--- src/rtl/psmac_div.sv ---
`default_nettype none
// ============================================================================
// Module      : psmac_div
// Description : Sequential restoring divider for the PSMAC datapath. Each
//               iteration is one shift-and-subtract step. Quotient, remainder
//               and a divide-by-zero flag are returned through a
//               start/busy/done handshake.
//               Optional macro PSMAC_DIV_SIGNED_EN enables two's complement
//               operands (magnitude division followed by a FIX sign stage).
// Revision    : 1.0 - initial release
// ============================================================================
module psmac_div #(
    parameter int WIDTH = 8
) (
    input  logic             clk,
    input  logic             rst_n,
    input  logic             start,
    input  logic [WIDTH-1:0] dividend,
    input  logic [WIDTH-1:0] divisor,
    output logic [WIDTH-1:0] quot,
    output logic [WIDTH-1:0] rem,
    output logic             busy,
    output logic             done,
    output logic             dbz
);

    localparam int c_CW = $clog2(WIDTH + 1);

    localparam logic [1:0] c_ST_IDLE = 2'd0;
    localparam logic [1:0] c_ST_RUN  = 2'd1;
`ifdef PSMAC_DIV_SIGNED_EN
    localparam logic [1:0] c_ST_FIX  = 2'd2;
`endif
    localparam logic [1:0] c_ST_DONE = 2'd3;

    localparam logic [c_CW-1:0] c_CNT_INIT = c_CW'(WIDTH);
    localparam logic [c_CW-1:0] c_CNT_ONE  = c_CW'(1);

    logic [1:0]       r_state;
    logic [c_CW-1:0]  r_cnt;
    logic [WIDTH-1:0] r_prem;   // partial remainder
    logic [WIDTH-1:0] r_qsh;    // dividend shifting out, quotient shifting in
    logic [WIDTH-1:0] r_dvs;    // latched divisor (magnitude in signed build)
    logic [WIDTH-1:0] r_quot;
    logic [WIDTH-1:0] r_rem;
    logic             r_dbz;
`ifdef PSMAC_DIV_SIGNED_EN
    logic             r_qneg;
    logic             r_rneg;
`endif

    logic [WIDTH:0]   w_pr;
    logic [WIDTH:0]   w_trial;
    logic             w_borrow;
    logic [WIDTH-1:0] w_prem_nx;
    logic [WIDTH-1:0] w_qsh_nx;
    logic [WIDTH-1:0] w_mag_a;
    logic [WIDTH-1:0] w_mag_b;
    logic             w_last;

    // One restoring step: shift in the next dividend bit and trial-subtract.
    // Since the partial remainder is always below the divisor, the shifted
    // value is below twice the divisor, so bit WIDTH of the trial is the borrow.
    always_comb begin
        w_pr      = {r_prem, r_qsh[WIDTH-1]};
        w_trial   = w_pr - {1'b0, r_dvs};
        w_borrow  = w_trial[WIDTH];
        w_prem_nx = w_borrow ? w_pr[WIDTH-1:0] : w_trial[WIDTH-1:0];
        w_qsh_nx  = {r_qsh[WIDTH-2:0], ~w_borrow};
        w_last    = (r_cnt == c_CNT_ONE);
    end

    // Operand magnitudes; the most negative value maps to 2^(WIDTH-1), which
    // still fits unsigned in WIDTH bits, so MIN / -1 wraps back to MIN.
    always_comb begin
`ifdef PSMAC_DIV_SIGNED_EN
        w_mag_a = dividend[WIDTH-1] ? -dividend : dividend;
        w_mag_b = divisor[WIDTH-1]  ? -divisor  : divisor;
`else
        w_mag_a = dividend;
        w_mag_b = divisor;
`endif
    end

    // Control FSM, iteration datapath and result registers.
    always_ff @(posedge clk or negedge rst_n) begin
        if (!rst_n) begin
            r_state <= c_ST_IDLE;
            r_cnt   <= '0;
            r_prem  <= '0;
            r_qsh   <= '0;
            r_dvs   <= '0;
            r_quot  <= '0;
            r_rem   <= '0;
            r_dbz   <= 1'b0;
`ifdef PSMAC_DIV_SIGNED_EN
            r_qneg  <= 1'b0;
            r_rneg  <= 1'b0;
`endif
        end else begin
            case (r_state)
                c_ST_IDLE, c_ST_DONE: begin
                    if (start) begin
                        r_cnt  <= c_CNT_INIT;
                        r_prem <= '0;
                        r_qsh  <= w_mag_a;
                        r_dvs  <= w_mag_b;
                        r_dbz  <= (divisor == '0);
`ifdef PSMAC_DIV_SIGNED_EN
                        r_qneg <= dividend[WIDTH-1] ^ divisor[WIDTH-1];
                        r_rneg <= dividend[WIDTH-1];
`endif
                        if (divisor == '0) begin
                            // Divide by zero resolves immediately.
                            r_quot  <= '1;
                            r_rem   <= dividend;
                            r_state <= c_ST_DONE;
                        end else begin
                            r_state <= c_ST_RUN;
                        end
                    end else begin
                        r_state <= c_ST_IDLE;
                    end
                end
                c_ST_RUN: begin
                    r_prem <= w_prem_nx;
                    r_qsh  <= w_qsh_nx;
                    r_cnt  <= r_cnt - c_CNT_ONE;
                    if (w_last) begin
`ifdef PSMAC_DIV_SIGNED_EN
                        r_state <= c_ST_FIX;
`else
                        r_quot  <= w_qsh_nx;
                        r_rem   <= w_prem_nx;
                        r_state <= c_ST_DONE;
`endif
                    end
                end
`ifdef PSMAC_DIV_SIGNED_EN
                c_ST_FIX: begin
                    // Restore signs: quotient truncates toward zero and the
                    // remainder follows the dividend's sign.
                    r_quot  <= r_qneg ? -r_qsh  : r_qsh;
                    r_rem   <= r_rneg ? -r_prem : r_prem;
                    r_state <= c_ST_DONE;
                end
`endif
                default: begin
                    r_state <= c_ST_IDLE;
                end
            endcase
        end
    end

    // Handshake outputs decode directly from the state register.
    always_comb begin
`ifdef PSMAC_DIV_SIGNED_EN
        busy = (r_state == c_ST_RUN) || (r_state == c_ST_FIX);
`else
        busy = (r_state == c_ST_RUN);
`endif
        done = (r_state == c_ST_DONE);
        quot = r_quot;
        rem  = r_rem;
        dbz  = r_dbz;
    end

endmodule
`default_nettype wire

--- config.mk ---
export PLATFORM = sky130hd
export DESIGN_NAME = psmac_div
export DESIGN_NICKNAME = d
export VERILOG_FILES = /design/src/rtl/psmac_div.sv
export SDC_FILE = /design/constraint.sdc
export NUM_CORES = 1
export LEC_CHECK = 0
export ABC_AREA = 1
export CAP_MARGIN = 20
export CORE_MARGIN = 10
export CORE_UTILIZATION = 35
export DETAILED_ROUTE_END_ITERATION = 8
export PLACE_DENSITY_LB_ADDON = 0.12
export SYNTH_ARGS = -nofsm -noshare
export SYNTH_HDL_FRONTEND = slang
export SYNTH_SLANG_ARGS = --single-unit
--- constraint.sdc ---
create_clock -name clk -period 4.3 [get_ports clk]
set_input_delay 1.29 -clock clk [delete_from_list [all_inputs] [get_ports clk]]
set_output_delay 1.29 -clock clk [all_outputs]
set_load 0.005 [all_outputs]
Word-level counts from Yosys, hierarchy flattened
Cells that the tools add are included.
{ "totals": {"reg_bits": 47, "word_cells": 43} }
{ "classes": {"n_addsub": 2, "eq_ne": 6, "muxes": 19, "bitwise_logic": 1, "reduce_logical": 7} }
{ "ops": {"columns": ["operator", "n"], "rows": [
  ["$mux 8", 9],
  ["$pmux 8 s2", 4],
  ["$sub 9x8->9", 1],
  ["$logic_not 8->1", 1],
  ["$pmux 4 s2", 1],
  ["$mux 2", 3],
  ["$eq 4x1->1 const B", 1],
  ["$mux 4", 1],
  ["$ne 2x2->1 const B", 2],
  ["$pmux 2 s2", 1],
  ["$reduce_and 2->1", 2],
  ["$reduce_and 4->1", 1],
  ["$sub 4x1->4 const B", 1],
  ["$eq 2x1->1 const B", 1],
  ["$eq 2x2->1 const B", 1],
  ["$logic_not 2->1", 1],
  ["$ne 2x1->1 const B", 1],
  ["$reduce_bool 2->1", 1],
  ["$reduce_or 2->1", 1],
  ["$not 1->1", 1]
]} }

Depth between registers and ports, before layout
Gate-level depths: netlist (run 1).
{ "depth": {"word_depth": 4, "depth_mapped": 14, "ltp_nobuf": 14} }

Worst setup path before layout (run 1)
Ideal clock, no wire load.
{ "synth_path": {"path_kind": "input to register", "from": "input port divisor[3]", "to": "register r_rem[4], in the netlist rem[4]", "t_arrival_ns": 2.159, "t_required_ns": 4.187, "setup_slack_ns": 2.029, "cell_stages": 11, "n_path_buf": 1, "cell_sequence": "inv_1 > nand2_1 > nor3_1 > nand3_2 > nand2_1 > nand2_2 > buf_6 > nor2_1 > nand3_1 > nand2_1 > inv_1"} }
{ "synth_between": {"elab_chain_len": 3} }
{ "synth_rtl": {"columns": ["item", "line", "text"], "rows": [
  ["start: declaration", "19", "input logic [WIDTH-1:0] divisor,"],
  ["$logic_not 8->1", "113", "if (divisor == '0) begin"],
  ["$ne 2x2->1 (no line)", null, null],
  ["$reduce_and 4->1 (no line)", null, null],
  ["end signal: assignment", "116", "r_rem <= dividend;"],
  ["end signal: assignment", "134", "r_rem <= w_prem_nx;"],
  ["end: declaration", "45", "logic [WIDTH-1:0] r_rem;"]
]} }
Every way passes these cells.
A chain may end at the register's enable or synchronous reset.

Worst setup path in the final report (run 1)
{ "layout_path": {"from": "register r_state[1]", "to": "output port busy"} }
{ "layout_between": {"elab_chain_len": 1} }
{ "layout_rtl": {"columns": ["item", "line", "text"], "rows": [
  ["start: declaration", "39", "logic [1:0] r_state;"],
  ["start signal: assignment", "88", "r_state <= c_ST_IDLE;"],
  ["start signal: assignment", "117", "r_state <= c_ST_DONE;"],
  ["start signal: assignment", "119", "r_state <= c_ST_RUN;"],
  ["$eq 2x1->1", "160", "busy = (r_state == c_ST_RUN);"],
  ["end: declaration", "22", "output logic busy,"]
]} }
Every way passes these cells.

==> run metrics, run 1 <==
status finished, final reports clean; Detailed Route WL 6370 um; CTS buffer count 5; Core Util, Final 0.431; Internal Power 1.33 mW; critical-path cell list inv_1 -> ha_1 -> buf_4 -> clkdlybuf4s50_1; H-tree level count 2; Hold Path Sink quot[5]; Setup Buffers After CTS 0; maxcap violations 0; post-placement cell count between 500 and 600; Root Buffer clkbuf_8; Post-Syn Instances 373; GRT Util Overall 0.116; setup TNS 0 ns; measured slew at the worst slew-check pin 0.412 ns; Netlist cell types 26; Worst Setup End Kind primary output; WL/cell 12.4 um; M2 GR Usage 0.175; Comb pwr share 0.576; dpl cell area 3170 um^2; Core Region 7610 um^2; Via Count roughly 2.3k; Synth area leader dfrtp_1; share of cells above drive strength 1 0.0754; # DRC 0; switching pwr 1.13 mW; post-synthesis mux area share 0; Synth Area in XOR/XNOR 0.00970; number of vias per cell 4.47; Total Nets Final 443; Fin. Hold Viols 0; top-area cell type share of the netlist area 0.434; initial antenna violation count 0; normalized max-slew margin 0.724; final setup fails 0; launching point of the worst reg2reg path r_state[1]; Max VDD drop 0.234 mV; area grow syn2layout 21.0%; CP startpoint kind flip-flop; Clock Path Buffers 2; fmax 0.324 GHz; max incr delay on CP 0.57 ns; Pleak 1.76 nW; final instance area approximately 3300 um^2; Final GP Congestion 0.789; Clk Latency, worst-skew pair 0.31 ns; Pwr Density 750 nW/um^2; post-DP HPWL roughly 4800 um; most frequent cells in the layout nand2_1, inv_1, dfrtp_1; clk sinks 47; pin count of the biggest net entering global routing 48; die width 108 um; port bufs 37; Pins Over Slew Limit 0; first-pass GRT wire length 10800 um; Hold Crit Depth 2; Syn Area/Cell 7.26 um^2; GR Layer Usage met1 0.155; largest family of logic cells by synthesized area simple AND/OR/NAND/NOR gates; post-synthesis adder-cell area fraction 0.0675; syn_nets 406; Critical path buffers and inverters 3; min Tclk post-route 3.09 ns; Synth warnings 0; DRT Pass-1 Iters 4; Post-CTS Hold Buffers 0; Reg power frac 0.312; Post-CTS Resized 0; grt met3 use 0.0327; Compound-Gate Fraction of Synth Area 0.0749; HP Start quot[5]; number of global-route vias before repair 2192; Critical Path RT around 3 ns; cell family with most CP delay buffers and inverters; CP Class reg2out; sw frac 0.459; clock skew 0.00970 ns; most used routing layer in global routing met2; Post-Synth Simple-Gate Area 0.307; FF+latch count, synth 47; Row Count 32; cells on worst reg2reg path 12; CP Data Arrival Time ~1.8 ns; DRC marker count from the first detailed-route iteration between 90 and 100; FF-to-FF End rem[6]; Finished Layout Cells 513; Crit-path slowest cell clkdlybuf4s50_1; reg2reg setup slack ~1.9 ns; hold_ws 0.486 ns; commonest non-fill, non-tap cell in the layout nand2_1; initial core utilization 0.356; CTS clk-pin slew, worst paths 0.10 ns; highest net fanout along the worst path 25; CTS tree built; Worst Hold Class reg2reg; GRT overflow 0; sequential cell area fraction in the yosys report 0.434; # IOs 38; Die Span Y 108 um; period utilization 0.718; Die Area 11700 um^2; main area contributors after synthesis dfrtp_1, nand2_1, inv_1, nand3_1, ha_1; synthesized cell area 2710 um^2; post-route ant nets 0; Ant. Diodes 0; Clock Power Share 0.112; RSZ-0062 raised after global routing false
layer usage:
| metal | vias up | part of all wire |
|---|---|---|
| li1 | 1217 | - |
| met4 | 0 | 0.013 |
| met5 | - | 0 |
| met2 | 49 | 0.44 |
| met3 | 5 | 0.066 |
| met1 | 1020 | 0.48 |
state kept, by name (all words and copies together), names as in the netlist:
signal,cells
r_state,2
r_dvs,8
rem,8
r_cnt,4
dbz,1
r_qsh,8
quot,8
r_prem,8
worst max path at each step:
stage | from | end | slack [ns] | depth (start not counted)
6_report | r_state[1] | busy | 1.21 | 4
5_1_grt | r_state[1] | busy | 1.13 | 4
4_1_cts | r_state[1] | busy | 1.21 | 4
3_5_place_dp | start | r_cnt[2] | 1.10 | 9
3_3_place_gp | start | rem[3] | 1.16 | 10
2_1_floorplan | divisor[3] | rem[4] | 2.03 | 11
power groups by stage:
stage / sequential, mW / clock [mW] / combinational (mW)
after global routing: 0.796 / 0.306 / 1.65
after CTS: 0.768 / 0.289 / 1.44
after detailed placement: 0.778 / 0 / 1.44
after global placement: 0.776 / 0 / 1.42
after floorplan: 0.754 / 0 / 0.998
final: 0.766 / 0.276 / 1.42
synthesized netlist by cell type:
library cell,count
nand2_1,116
a31oi_1,1
inv_2,3
buf_6,1
buf_2,3
clkbuf_1,6
o22ai_1,1
nor2_2,3
xor2_1,2
nand2_2,4
o21bai_1,1
o21ai_0,27
dfrtp_1,47
nand4_1,1
nand3_2,1
or2_2,8
o31ai_1,1
nor2_1,24
xnor2_1,1
a21oi_1,6
fa_1,1
inv_1,61
nor3_1,3
nand3_1,36
ha_1,13
o21ai_1,2
per-stage QoR:
step,setup WS [ns],total power [mW]
6_report,1.21,2.46
5_1_grt,1.13,2.75
4_1_cts,1.21,2.50
3_5_place_dp,1.10,2.21
3_3_place_gp,1.16,2.20
2_1_floorplan,2.03,1.75
area by class of cell:
cell class / instances / area, um^2
multi-input cells: 252 / 1240
well taps: 102 / 128
clock inverters: 3 / 20.0
inverters: 64 / 240
fillers: 807 / 4330
flip-flops and latches: 47 / 1180
repair buffers: 40 / 400
clock buffers: 5 / 68.8
worst min-delay path: stages, from the launching register on:
cell     delay, ns
dfrtp_1       0.35
nand2_1       0.05
o21ai_0       0.05
cell families after synthesis:
family,Yosys count
and+or+nand+nor,196
adders and majority gates,14
xor gates and xnor gates,3
AOI/OAI and AO/OA,39
DFF,47
buffers and inverters,74
Power figures use the tool's default switching activity.
==> run 2, diff against run 1 <==
- clock period: 4.3 -> 2.9 ns (I/O delays scaled with it)
==> run metrics, run 2 (synthesis gave the netlist of run 1 again) <==
status finished, final reports clean; DRT Pass-1 Iters 4; Fin. Hold Viols 0; RSZ-0062 raised after global routing false; clock skew ~0.0067 ns; Die Area 11700 um^2; DRC marker count from the first detailed-route iteration 82; GRT overflow 0; Clk Latency, worst-skew pair 0.30 ns; initial antenna violation count 0; Worst setup startpoint r_state[1]; launching point of the worst reg2reg path r_qsh[7]; Final GP Congestion between 0.7 and 0.8; period utilization 0.816; CP startpoint kind flip-flop; # IOs 38; H-tree level count 2; post-placement cell count 509; Max VDD drop 0.538 mV; WL/cell 12.0 um; die width roughly 110 um; Worst Hold Class reg2reg; share of cells above drive strength 1 0.0821; CP Class reg2out; number of global-route vias before repair 2355; Critical Path RT 2.03 ns; reg2reg setup slack between 0.7 and 0.8 ns; fmax 0.423 GHz; commonest non-fill, non-tap cell in the layout nand2_1; first-pass GRT wire length 11000 um; min Tclk post-route approximately 2.4 ns; max incr delay on CP about 0.51 ns; Detailed Route WL 6210 um; post-route ant nets 0; setup TNS 0 ns; CP Data Arrival Time approximately 1.5 ns; WP depth 3; Critical path buffers and inverters 2; Final WS setup 0.533 ns; dpl cell area 3220 um^2; number of vias per cell 4.46; cells on worst reg2reg path 14; final setup fails 0; port bufs 37; Ant. Diodes 0; pin count of the biggest net entering global routing 26; Finished Layout Cells 516; highest net fanout along the worst path 3; Design Power 3.67 mW; post-DP HPWL 4820 um; # DRC 0; Via Count 2302; Worst Setup End Kind primary output; area grow syn2layout 21.9%; critical-path cell list inv_1 -> ha_1 -> clkdlybuf4s50_1; cell family with most CP delay buffers and inverters; FF-to-FF End rem[0]; Die Span Y approximately 110 um; GRT Util Overall 0.115; Pwr Density about 1100 nW/um^2; Post-CTS Hold Buffers 0; initial core utilization 0.356; Fillers 804; Setup Buffers After CTS 0; Post-Place Worst Slack 0.247 ns; measured slew at the worst slew-check pin approximately 0.54 ns; hold_ws 0.496 ns; Row Count 32; Core Region 7610 um^2; Pins Over Slew Limit 0; Clock Path Buffers 2; clk sinks between 40 and 50; crit path capture busy; CTS clk-pin slew, worst paths 0.09 ns; Crit-path slowest cell clkdlybuf4s50_1; Root Buffer clkbuf_8; CTS tree built; most frequent cells in the layout nand2_1, inv_1, dfrtp_1; CTS buffer count 5; maxcap violations 0; Pleak 1.78 nW; Hold Crit Depth 2; Core Util, Final 0.434; Post-CTS Resized 0; final instance area 3300 um^2; normalized max-slew margin 0.640; Total Nets Final 447
==> run 2: cell types whose count changed in the layout (fill, tap and decap cells not counted), sizes merged <==
cell | previous run | this run
buf | 4 | 8
clkinv | 1 | 2
clkinvlp | 2 | 0
==> run 2: power breakdown <==
part           total (mW)  internal (mW)  switching (mW)
clock               0.394          0.165           0.229
combinational        2.14          0.880            1.26
sequential           1.14          0.961           0.180
total                3.67           2.01            1.67
==> run 2: routing by layer <==
metal / vias to the layer above / track usage / wire length (um)
li1: 1233 / - / -
met1: 1022 / 0.154 / 3230
met2: 39 / 0.181 / 2640
met3: 8 / 0.0291 / 280
met4: 0 / 0.0315 / 70
met5: - / 0 / 0
==> run 2: how the worst min path moves through the flow <==
stage	endpoint	from	slack [ns]
2_1_floorplan	r_cnt[3]	r_cnt[3]	0.45
3_3_place_gp	r_cnt[3]	r_cnt[3]	0.47
3_5_place_dp	quot[0]	quot[0]	0.47
4_1_cts	quot[0]	quot[0]	0.50
5_1_grt	r_dvs[3]	r_dvs[3]	0.51
6_report	quot[4]	quot[4]	0.50
==> run 2: area by class of cell <==
type	instances	area [um^2]	area share
Tap cell	102	128	0.0387
Timing Repair Buffer	44	430	0.130
Inverter	64	240	0.0728
Clock inverter	2	13.8	0.00417
Sequential cell	47	1180	0.356
Multi-Input combinational cell	252	1240	0.377
Clock buffer	5	68.8	0.0209
==> run 2: worst min-delay path, cell delays in order (launching register included) <==
cell	delay, ns
dfrtp_1	0.36
nand2_1	0.05
o21ai_0	0.05
